File: src/rtl/mult_arbiter_pkg.sv
// Shared definitions for mult_arbiter: FSM state encoding and default operand width.
package mult_arbiter_pkg;

  // Operand width of the shared unsigned multiplier.
  localparam int WIDTH_DEFAULT = 4;

  // One transaction in flight: accept in IDLE, multiply in CALC, hold result in RESP.
  typedef enum logic [1:0] {
    IDLE = 2'd0,
    CALC = 2'd1,
    RESP = 2'd2
  } state_t;

endpackage

File: src/rtl/mult_arbiter_umulti.sv
// umulti: combinational unsigned multiplier, full-width product with no truncation.
module umulti #(
  parameter int WIDTH = 4
) (
  input  logic [WIDTH-1:0]   a,
  input  logic [WIDTH-1:0]   b,
  output logic [2*WIDTH-1:0] p
);

  // Zero-extend both operands so the multiply is evaluated at the product width.
  assign p = {{WIDTH{1'b0}}, a} * {{WIDTH{1'b0}}, b};

endmodule

File: src/rtl/mult_arbiter.sv
// mult_arbiter: two requesters share one umulti through a round-robin arbiter
// and an IDLE/CALC/RESP FSM. Optional per-requester completion counters are
// built when the macro MULT_ARB_STATS_EN is defined.
module mult_arbiter
  import mult_arbiter_pkg::*;
#(
  parameter int WIDTH   = WIDTH_DEFAULT,
  parameter int RR_INIT = 0
) (
  input  logic               clk,
  input  logic               rst,
  input  logic [1:0]         req_valid,
  input  logic [WIDTH-1:0]   req_a0,
  input  logic [WIDTH-1:0]   req_b0,
  input  logic [WIDTH-1:0]   req_a1,
  input  logic [WIDTH-1:0]   req_b1,
  output logic [1:0]         req_ready,
  output logic [1:0]         rsp_valid,
  output logic [2*WIDTH-1:0] rsp_p,
  input  logic [1:0]         rsp_ready
`ifdef MULT_ARB_STATS_EN
  ,
  output logic [7:0]         done_cnt0,
  output logic [7:0]         done_cnt1
`endif
);

  localparam logic PRIO_RESET = (RR_INIT != 0);

  state_t               state;
  state_t               next_state;
  logic                 prio;      // requester that wins a tie
  logic                 win;       // arbitration result for this cycle
  logic                 grant;     // requester owning the in-flight transaction
  logic                 accept;    // operands taken this cycle
  logic                 done;      // response consumed this cycle
  logic [WIDTH-1:0]     op_a;
  logic [WIDTH-1:0]     op_b;
  logic [2*WIDTH-1:0]   product;

  umulti #(.WIDTH(WIDTH)) u_umulti (
    .a (op_a),
    .b (op_b),
    .p (product)
  );

  // Arbitration, next-state logic and the single-cycle req_ready strobe.
  always_comb begin
    // NOTE: every output of this block is given a default first so no path leaves it unassigned and no latch is inferred.
    next_state = state;
    req_ready  = 2'b00;
    win        = prio;
    if (req_valid == 2'b01) begin
      win = 1'b0;
    end else if (req_valid == 2'b10) begin
      win = 1'b1;
    end
    unique case (state)
      IDLE: begin
        if (!rst && (req_valid != 2'b00)) begin
          req_ready[win] = 1'b1;
          next_state     = CALC;
        end
      end
      CALC:    next_state = RESP;
      RESP:    if (rsp_ready[grant]) next_state = IDLE;
      default: next_state = IDLE;
    endcase
  end

  assign accept    = (req_ready != 2'b00);
  assign done      = (state == RESP) && rsp_ready[grant];
  assign rsp_valid = (state == RESP) ? (2'b01 << grant) : 2'b00;

  // FSM state register; reset abandons any in-flight transaction.
  always_ff @(posedge clk) begin
    // NOTE: sequential state uses non-blocking assignments so every register samples pre-edge values.
    if (rst) begin
      state <= IDLE;
    end else begin
      state <= next_state;
    end
  end

  // Datapath: latch winner's operands, register the product, rotate priority on completion.
  always_ff @(posedge clk) begin
    // NOTE: operand and product registers are explicitly reset so a post-reset rsp_p is 0, not stale data.
    if (rst) begin
      prio  <= PRIO_RESET;
      grant <= 1'b0;
      op_a  <= '0;
      op_b  <= '0;
      rsp_p <= '0;
    end else begin
      if (accept) begin
        grant <= win;
        op_a  <= win ? req_a1 : req_a0;
        op_b  <= win ? req_b1 : req_b0;
      end
      if (state == CALC) begin
        rsp_p <= product;
      end
      if (done) begin
        prio <= ~prio;
      end
    end
  end

`ifdef MULT_ARB_STATS_EN
  // Completed-response counters per requester, wrapping at 8 bits.
  always_ff @(posedge clk) begin
    if (rst) begin
      done_cnt0 <= 8'd0;
      done_cnt1 <= 8'd0;
    end else if (done) begin
      if (grant) begin
        done_cnt1 <= done_cnt1 + 8'd1;
      end else begin
        done_cnt0 <= done_cnt0 + 8'd1;
      end
    end
  end
`endif

endmodule

File: config.mk
export PLATFORM = sky130hd
export DESIGN_NAME = mult_arbiter
export DESIGN_NICKNAME = d
export VERILOG_FILES = /design/src/rtl/mult_arbiter_pkg.sv /design/src/rtl/mult_arbiter_umulti.sv /design/src/rtl/mult_arbiter.sv
export SDC_FILE = /design/constraint.sdc
export NUM_CORES = 1
export LEC_CHECK = 0
export CAP_MARGIN = 15
export CORE_MARGIN = 2
export CORE_UTILIZATION = 40
export CTS_BUF_LIST = sky130_fd_sc_hd__clkbuf_8
export DETAILED_ROUTE_END_ITERATION = 6
export HOLD_SLACK_MARGIN = 0.12
export PLACE_DENSITY = 0.68
export REMOVE_ABC_BUFFERS = 1
export SKIP_CTS_REPAIR_TIMING = 1
export SYNTH_ARGS = -nofsm -noshare
export SYNTH_HDL_FRONTEND = slang
export SYNTH_SLANG_ARGS = --single-unit
File: constraint.sdc
create_clock -name clk -period 7.59 [get_ports clk]
set_input_delay 1.8975 -clock clk [delete_from_list [all_inputs] [get_ports clk]]
set_output_delay 1.8975 -clock clk [all_outputs]
set_load 0.05 [all_outputs]
## Word-level counts from Yosys, hierarchy flattened

Cells that the tools add are included.

| operators by class | value |
|---|---|
| magnitude comparators | 3 |
| reductions and logical operators | 8 |
| eq/ne operators | 6 |
| mux-type cells | 14 |
| bitwise logic cells | 1 |
| shift operators | 1 |
| multipliers | 1 |

Operator list:

| operator | number |
|---|---|
| 2-to-1 mux 2 bit | 5 |
| multiplier 4 x 4 -> 8 bit | 1 |
| 2-to-1 mux 4 bit | 2 |
| one-hot mux 2 bit (3 select lines) | 1 |
| 2-to-1 mux 1 bit | 5 |
| == test 2 x 1 -> 1 bit, second input constant | 2 |
| == test 2 bit, second input constant | 2 |
| < comparator 1 x 2 -> 1 bit, second input constant | 2 |
| inequality test 2 bit, second input constant | 2 |
| nonzero test 2 bit | 2 |
| logical AND 1 bit | 3 |
| zero test 2 bit | 1 |
| AND reduction 2 bit | 1 |
| left shift 1 x 1 -> 2 bit, first input constant | 1 |
| demux 1 bit (select 1 bit) | 1 |
| greater-or-equal comparator 1 bit, second input constant | 1 |
| zero test 1 bit | 1 |
| inverter 1 bit | 1 |

| storage, ports and cells | value |
|---|---|
| bits in registers | 20 |
| input bits | 22 |
| output and inout port bits | 12 |
| word-level logic and storage cells | 40 |

## Depth between registers and ports, before layout

Gate-level depths: netlist of run 1.

| depth | value |
|---|---|
| word-level depth | 10 |
| gate-level depth with buffers | 9 |

## By module

Synthesis of run 1 repeated with hierarchy kept, for this count alone.

| unflattened totals | value |
|---|---|
| cell total of the unflattened synthesis | 156 |
| area, all modules | 1328.8 um2 |

By module, submodules not included:

| module | cells each | sequential area each (um2) | times used | area each (um2) |
|---|---|---|---|---|
| mult_arbiter | 105 | 400.4 | 1 | 880.8 |
| umulti | 51 | 0.0 | 1 | 447.9 |

## Worst setup path before layout of run 1

No wires, ideal clock.

| timing | value |
|---|---|
| path kind | input-to-output |
| start point | input rst |
| end point | output req_ready[1] |
| data arrival time | 2.754 ns |
| required time | 5.693 ns |
| stages | 4 |
| setup slack | 2.939 ns |
| buffers on the path | 2 |
| path through | buf_2 > nor3_4 > and3_1 > buf_2 |

| between the ends | value |
|---|---|
| longest elaborated chain between the ends | 4 |

RTL lines:

| what | RTL line | RTL |
|---|---|---|
| start, declared | mult_arbiter.sv:11 | `input logic rst,` |
| zero test 1 bit | mult_arbiter.sv:60 | `if (!rst && (req_valid != 2'b00)) begin` |
| logical AND 1 bit | mult_arbiter.sv:60 |  |
| 2-to-1 mux 2 bit | mult_arbiter.sv:60 |  |
| 2-to-1 mux 2 bit | mult_arbiter.sv:58 | `unique case (state)` |
| end, declared | mult_arbiter.sv:17 | `output logic [1:0] req_ready,` |

No other way between the ends.

## Worst setup path after layout of run 1

Ends and elaborated chain as after synthesis.

==> flow_metrics.env, run 1 <==
export IMPL_status="finished clean"
export IMPL_coreArea_sq_um=3100
export IMPL_diodes=0
export IMPL_synth_area_leaders="dfxtp_1 (30%), ha_1 (11%), fa_1 (6.1%)"
export IMPL_drv_slew=0
export IMPL_reg2reg_slack_ps=4650
export IMPL_fin_crit_sh=0.816
export IMPL_die_w_um=61.4
export IMPL_grt_ovfl_total=0
export IMPL_synth_edf_count=0
export IMPL_arrival_ps=4290
export IMPL_clockRootBuffer="clkbuf_8"
export IMPL_rr_startpoint="op_b[3]"
export IMPL_cts_tree="yes"
export IMPL_synth_warning_count=0
export IMPL_viasPerCell=5.45
export IMPL_dr_wl_met3_um=121
export IMPL_met2WireLength_um=1480
export IMPL_finalSetupTns_ps=0
export IMPL_avgSynthCellArea_sq_um=8.79
export IMPL_min_to="rsp_p[0]"
export IMPL_grt_pass1_vias=1213
export IMPL_grt_usage=0.187
export IMPL_synthFlopType="dfxtp_1"
export IMPL_ys_seq_area_frac=0.304
export IMPL_dp_hpwl_um=2390
export IMPL_highest_layer="met4"
export IMPL_finalHoldViolCount=0
export IMPL_clk_pin_slew_ps=80
export IMPL_p_leak_nw=0.714
export IMPL_cp_end_kind="output pin"
export IMPL_clock_skew_ps=4.18
export IMPL_criticalPathCategory="in -> out"
export IMPL_synth_seq_cells=20
export IMPL_fin_crit_ps=6190
export IMPL_grt_max_degree=17
export IMPL_wl_per_cell_um=13.6
export IMPL_worst_slew_pin_slew_ps=687
export IMPL_finalSetupViolCount=0
export IMPL_drcViolationCount=0
export IMPL_met1Wirelength_um=1390
export IMPL_drv_cap=0
export IMPL_htree_levels=1
export IMPL_synthCells=150
export IMPL_rows=20
export IMPL_drt_wl_total_um=3050
export IMPL_final_nets=219
export IMPL_die_area_sq_um=3770
export IMPL_crit_path_frequent_cell="clkdlybuf4s50_1"
export IMPL_relSlewSlack=0.541
export IMPL_reg2reg_depth=8
export IMPL_syn_area_sq_um=1320
export IMPL_start_util=0.425
export IMPL_post_route_util=0.559
export IMPL_cts_buffer_depth=2
export IMPL_hp_start="rsp_p[0]"
export IMPL_critPathMaxFanout=16
export IMPL_port_buffer_count=33
export IMPL_hold_class="reg -> reg"
export IMPL_synth_top_area_frac=0.304
export IMPL_required_ps=5690
export IMPL_gp_congestion=0.835
export IMPL_syn_to_final_growth_pct=31.6
export IMPL_drtPass1Iterations=4
export IMPL_die_h_um=61.4
export IMPL_via_count=1220
export IMPL_numCtsBuffers=3
export IMPL_max_freq_mhz=162
export IMPL_clock_sinks=20
export IMPL_clk_latency_ps=270
export IMPL_synthArstFlopShare=0
export IMPL_start_kind="input pin"
export IMPL_grt_pass1_wl_um=5180
export IMPL_synth_distinct_cells=38
export IMPL_cp_slowest_cell="clkdlybuf4s50_1"
export IMPL_synth_top_area_cell="dfxtp_1"
export IMPL_layout_drive_gt1_share=0.0444
export IMPL_slowest_delay_ps=840
export IMPL_worstReg2RegEnd="rsp_p[5]"
export IMPL_p_per_area_nw_per_um2=164
export IMPL_grt_antenna_before_repair=0
export IMPL_min_path_cells=2
export IMPL_path_cells="clkdlybuf4s50_1, nor3_4, and3_1, clkdlybuf4s50_1"
export IMPL_initialDrtViolationCount=34
export IMPL_irDropWorstVdd_uv=76.1
export IMPL_num_io_pins=34
export IMPL_ant_nets=0
export IMPL_rsz0062_at_grt="false"
## routing by layer
layer  GRT usage  vias up
met5           0        -
met4      0.0881        0
met1       0.223      574
li1            -      605
met3      0.0378        7
met2       0.324       34
## synth_stat cells (2+ instances only)
cell       instances
dfxtp_1           20
ha_1              12
nand2_1           12
and2_1             9
inv_1              9
nand3_1            9
a21oi_1            8
nand2b_1           7
nor2_1             7
buf_2              5
a221o_1            4
a31oi_1            4
fa_1               4
nand4_1            4
o211a_1            4
o21ai_1            4
o211ai_1           3
a211oi_1           2
nor3_1             2
o2111ai_1          2
or3_1              2
## flip-flops by register name (all words and copies together) (netlist names)
register / cells
op_b: 4
op_a: 4
rsp_p: 8
state: 2
grant: 1
prio: 1
## critical path: cells and delay by family
kind / cells / cell delay (ps)
buf+inv: 2 / 1590
simple gates: 2 / 800
## layout make-up
| class | count | area (sq um) |
|---|---|---|
| Timing Repair Buffer | 33 | 330 |
| Fill cell | 308 | 1370 |
| Clock inverter | 1 | 30.0 |
| Tap cell | 44 | 55.1 |
| Sequential cell | 20 | 400 |
| Inverter | 10 | 37.5 |
| Multi-Input combinational cell | 113 | 841 |
| Clock buffer | 3 | 41.3 |
## worst max path at each step
| stage | start | slack (ps) | depth (start not counted) | end |
|---|---|---|---|---|
| 2_1_floorplan | rst | 2850 | 2 | req_ready[0] |
| 3_3_place_gp | rst | 1470 | 4 | req_ready[1] |
| 3_5_place_dp | rst | 1440 | 4 | req_ready[1] |
| 4_1_cts | rst | 1410 | 4 | req_ready[1] |
| 5_1_grt | rst | 1310 | 4 | req_ready[1] |
| 6_report | rst | 1400 | 4 | req_ready[1] |
## placed cells by master (no fill, tap or decap), types with 2 or more instances in the layout
master / netlist / routed
a221o_1: 4 / 4
inv_1: 9 / 9
nor3_1: 2 / 2
fa_1: 4 / 4
o211ai_1: 3 / 3
or3_1: 2 / 2
and2_1: 9 / 9
nand2b_1: 7 / 7
o211a_1: 4 / 4
nor2_1: 7 / 7
a211oi_1: 2 / 2
o2111ai_1: 2 / 2
a21oi_1: 8 / 8
clkbuf_8: 0 / 3
nand4_1: 4 / 4
a31oi_1: 4 / 4
o21ai_1: 4 / 4
nand3_1: 9 / 9
nand2_1: 12 / 12
ha_1: 12 / 12
clkdlybuf4s50_1: 0 / 33
dfxtp_1: 20 / 20
## cell families (layout without fill, tap and decap cells)
logic type,after synthesis,in the layout,synth area share
compound gates,36,36,0.205
fa+ha+maj,16,16,0.175
mux,1,1,0.00759
flops,20,20,0.304
buf+inv,17,47,0.0588
simple gates,60,60,0.250
## power by group
part | internal (W) | switching, W
Combinational | 0.0000250 | 0.0000302
Sequential | 0.000111 | 0.00000767
Clock | 0.0000706 | 0.0000397
Total | 0.000207 | 0.0000776
## metrics by stage
stage | std cells | hold slack (ps) | power, W | instance area, sq um | worst slack [ps]
after CTS | 224 | 462 | 0.000286 | 1740 | 1410
after detailed placement | 220 | 451 | 0.000177 | 1660 | 1440
after floorplan | 143 | 472 | 0.000151 | 1280 | 2850
after global routing | 224 | 469 | 0.000296 | 1740 | 1310
after global placement | 220 | 441 | 0.000175 | 1660 | 1470
final | 224 | 457 | 0.000284 | 1740 | 1400
(Power assumes the default switching activity.)
==> run 2, diff against run 1 <==
==> constraint.sdc (replaced) <==
create_clock -name clk -period 6.3 [get_ports clk]
set_input_delay 1.575 -clock clk [delete_from_list [all_inputs] [get_ports clk]]
set_output_delay 1.575 -clock clk [all_outputs]
set_load 0.05 [all_outputs]
==> run 2 against run 1 <==
  * First-iteration DRC count increased by 59%
  * Critical path depth rose by 1
  * Wire length shrank 1.6%
  * Largest power group unchanged
  * Highest routed layer unchanged
==> flow_metrics.env, run 2 (synthesized netlist as in run 1, its figures left out) <==
export IMPL_numCtsBuffers=3
export IMPL_drcViolationCount=0
export IMPL_seq_area_sq_um=400
export IMPL_finalHoldViolCount=0
export IMPL_start_util=0.425
export IMPL_required_ps=4720
export IMPL_initialDrtViolationCount=54
export IMPL_stdcell_area_sq_um=1730
export IMPL_max_freq_mhz=191
export IMPL_die_h_um=61.4
export IMPL_coreArea_sq_um=3100
export IMPL_final_common_cell="clkdlybuf4s50_1"
export IMPL_fillerInstances=320
export IMPL_cp_slowest_cell="clkdlybuf4s50_1"
export IMPL_relSlewSlack=0.530
export IMPL_combPwrFrac=0.218
export IMPL_cts_tree="yes"
export IMPL_rows=20
export IMPL_grt_pass1_vias=1163
export IMPL_die_w_um=61.4
export IMPL_cts_buffer_depth=2
export IMPL_most_common_layout_cells="clkdlybuf4s50_1 (33), dfxtp_1 (20), nand2_1 (12), ha_1 (12)"
export IMPL_clk_pin_slew_ps=70
export IMPL_layout_drive_gt1_share=0.0497
export IMPL_regMostFlops="rsp_p"
export IMPL_htree_levels=1
export IMPL_via_count=1221
export IMPL_clock_skew_ps=1.66
export IMPL_drv_slew=0
export IMPL_clock_sinks=20
export IMPL_min_path_cells=2
export IMPL_largest_reg_flops=8
export IMPL_worstReg2RegEnd="rsp_p[7]"
export IMPL_num_io_pins=34
export IMPL_drt_wl_total_um=3000
export IMPL_grt_antenna_before_repair=0
export IMPL_criticalPathCategory="in -> out"
export IMPL_swShare=0.287
export IMPL_status="finished clean"
export IMPL_cp_top_family="buffers and inverters"
export IMPL_reg2reg_depth=8
export IMPL_grt_usage=0.180
export IMPL_placedInstanceArea_sq_um=1670
export IMPL_finalSetupViolCount=0
export IMPL_power_frac_seq=0.463
export IMPL_final_nets=220
export IMPL_fin_total_pwr_w=0.000309
export IMPL_fin_crit_sh=0.830
export IMPL_path_cells="clkdlybuf4s50_1, buf_4, nor3_4, and2_0, clkdlybuf4s50_1"
export IMPL_rr_startpoint="op_b[3]"
export IMPL_irDropWorstVdd_uv=79.3
export IMPL_fin_crit_ps=5230
export IMPL_p_leak_nw=0.712
export IMPL_worst_slew_pin_slew_ps=703
export IMPL_p_per_area_nw_per_um2=179
export IMPL_port_buffer_count=33
export IMPL_crit_path_frequent_cell="clkdlybuf4s50_1"
export IMPL_dp_hpwl_um=2440
export IMPL_clockPowerShare=0.319
export IMPL_viasPerCell=5.43
export IMPL_critPathMaxFanout=16
export IMPL_drtPass1Iterations=4
export IMPL_switchingPower_w=0.0000888
export IMPL_finalSetupTns_ps=0
export IMPL_arrival_ps=3650
export IMPL_gp_congestion=0.853
export IMPL_multi_input_area_sq_um=841
export IMPL_rsz0062_at_grt="false"
export IMPL_cp_buffers_inverters=3
export IMPL_drv_cap=0
export IMPL_start_kind="input pin"
export IMPL_cp_end_kind="output pin"
export IMPL_slowest_delay_ps=860
export IMPL_syn_to_final_growth_pct=30.9
export IMPL_grt_pass1_wl_um=5040
export IMPL_clockRootBuffer="clkbuf_8"
export IMPL_top_regs="rsp_p x8, op_a x4, op_b x4"
export IMPL_ant_nets=0
export IMPL_reg2reg_slack_ps=3340
export IMPL_min_to="rsp_p[1]"
export IMPL_diodes=0
export IMPL_internal_power_w=0.000220
export IMPL_die_area_sq_um=3770
export IMPL_grt_ovfl_total=0
export IMPL_grt_max_degree=17
export IMPL_clk_latency_ps=260
export IMPL_hold_class="reg -> reg"
export IMPL_wl_per_cell_um=13.3
export IMPL_hp_start="rsp_p[1]"
-- run 2: cell types whose count changed in the layout (fill, tap and decap cells not counted), sizes merged --
cell | before | now
clkbuf | 3 | 4
bufinv | 1 | 0
buf | 0 | 1
-- run 2: power groups by stage --
stage               combinational (W)  sequential, W  clock (W)
CTS                         0.0000678       0.000143   0.000102
finish                      0.0000673       0.000143  0.0000987
detailed placement          0.0000673       0.000146          0
floorplan                   0.0000333       0.000149          0
global placement            0.0000662       0.000146          0
global route                0.0000732       0.000145   0.000109
-- run 2: worst max path at each step --
stage	depth (start not counted)	start	slack [ps]	endpoint
after floorplan	2	rst	2210	req_ready[0]
after global placement	5	rst	1120	req_ready[1]
after detailed placement	5	rst	1100	req_ready[1]
after CTS	5	rst	1080	req_ready[0]
after global routing	5	rst	990	req_ready[0]
final	5	rst	1070	req_ready[0]
-- run 2: metal layers --
layer,GRT usage,part of all wire,vias to the layer above
met4,0.0699,0.0040,0
met3,0.0231,0.043,2
li1,-,-,606
met1,0.220,0.46,578
met2,0.319,0.50,35
met5,0,0,-
-- run 2: cell type report --
| class | count | area share |
|---|---|---|
| inverter | 10 | 0.0217 |
| timing repair buffer | 34 | 0.196 |
| multi-input combinational | 113 | 0.487 |
| clock buffer | 4 | 0.0319 |
| tap | 44 | 0.0319 |
| sequential | 20 | 0.232 |
-- run 2: through the flow --
stage                     utilization  setup slack (ps)  hold slack [ps]  instances
after floorplan                     -              2210              472        143
after global placement          0.539              1120              444        221
after detailed placement        0.539              1100              451        221
after CTS                       0.556              1080              462        225
after global routing            0.556               992              478        225
final                           0.556              1070              459        225
-- run 2: worst reg2reg max path: stages, from the launching register on --
cell	delay [ps]
dfxtp_1	420
nand2_1	110
fa_1	540
inv_1	50
fa_1	490
ha_1	300
a211oi_1	570
o2111ai_1	190
nor3b_1	180
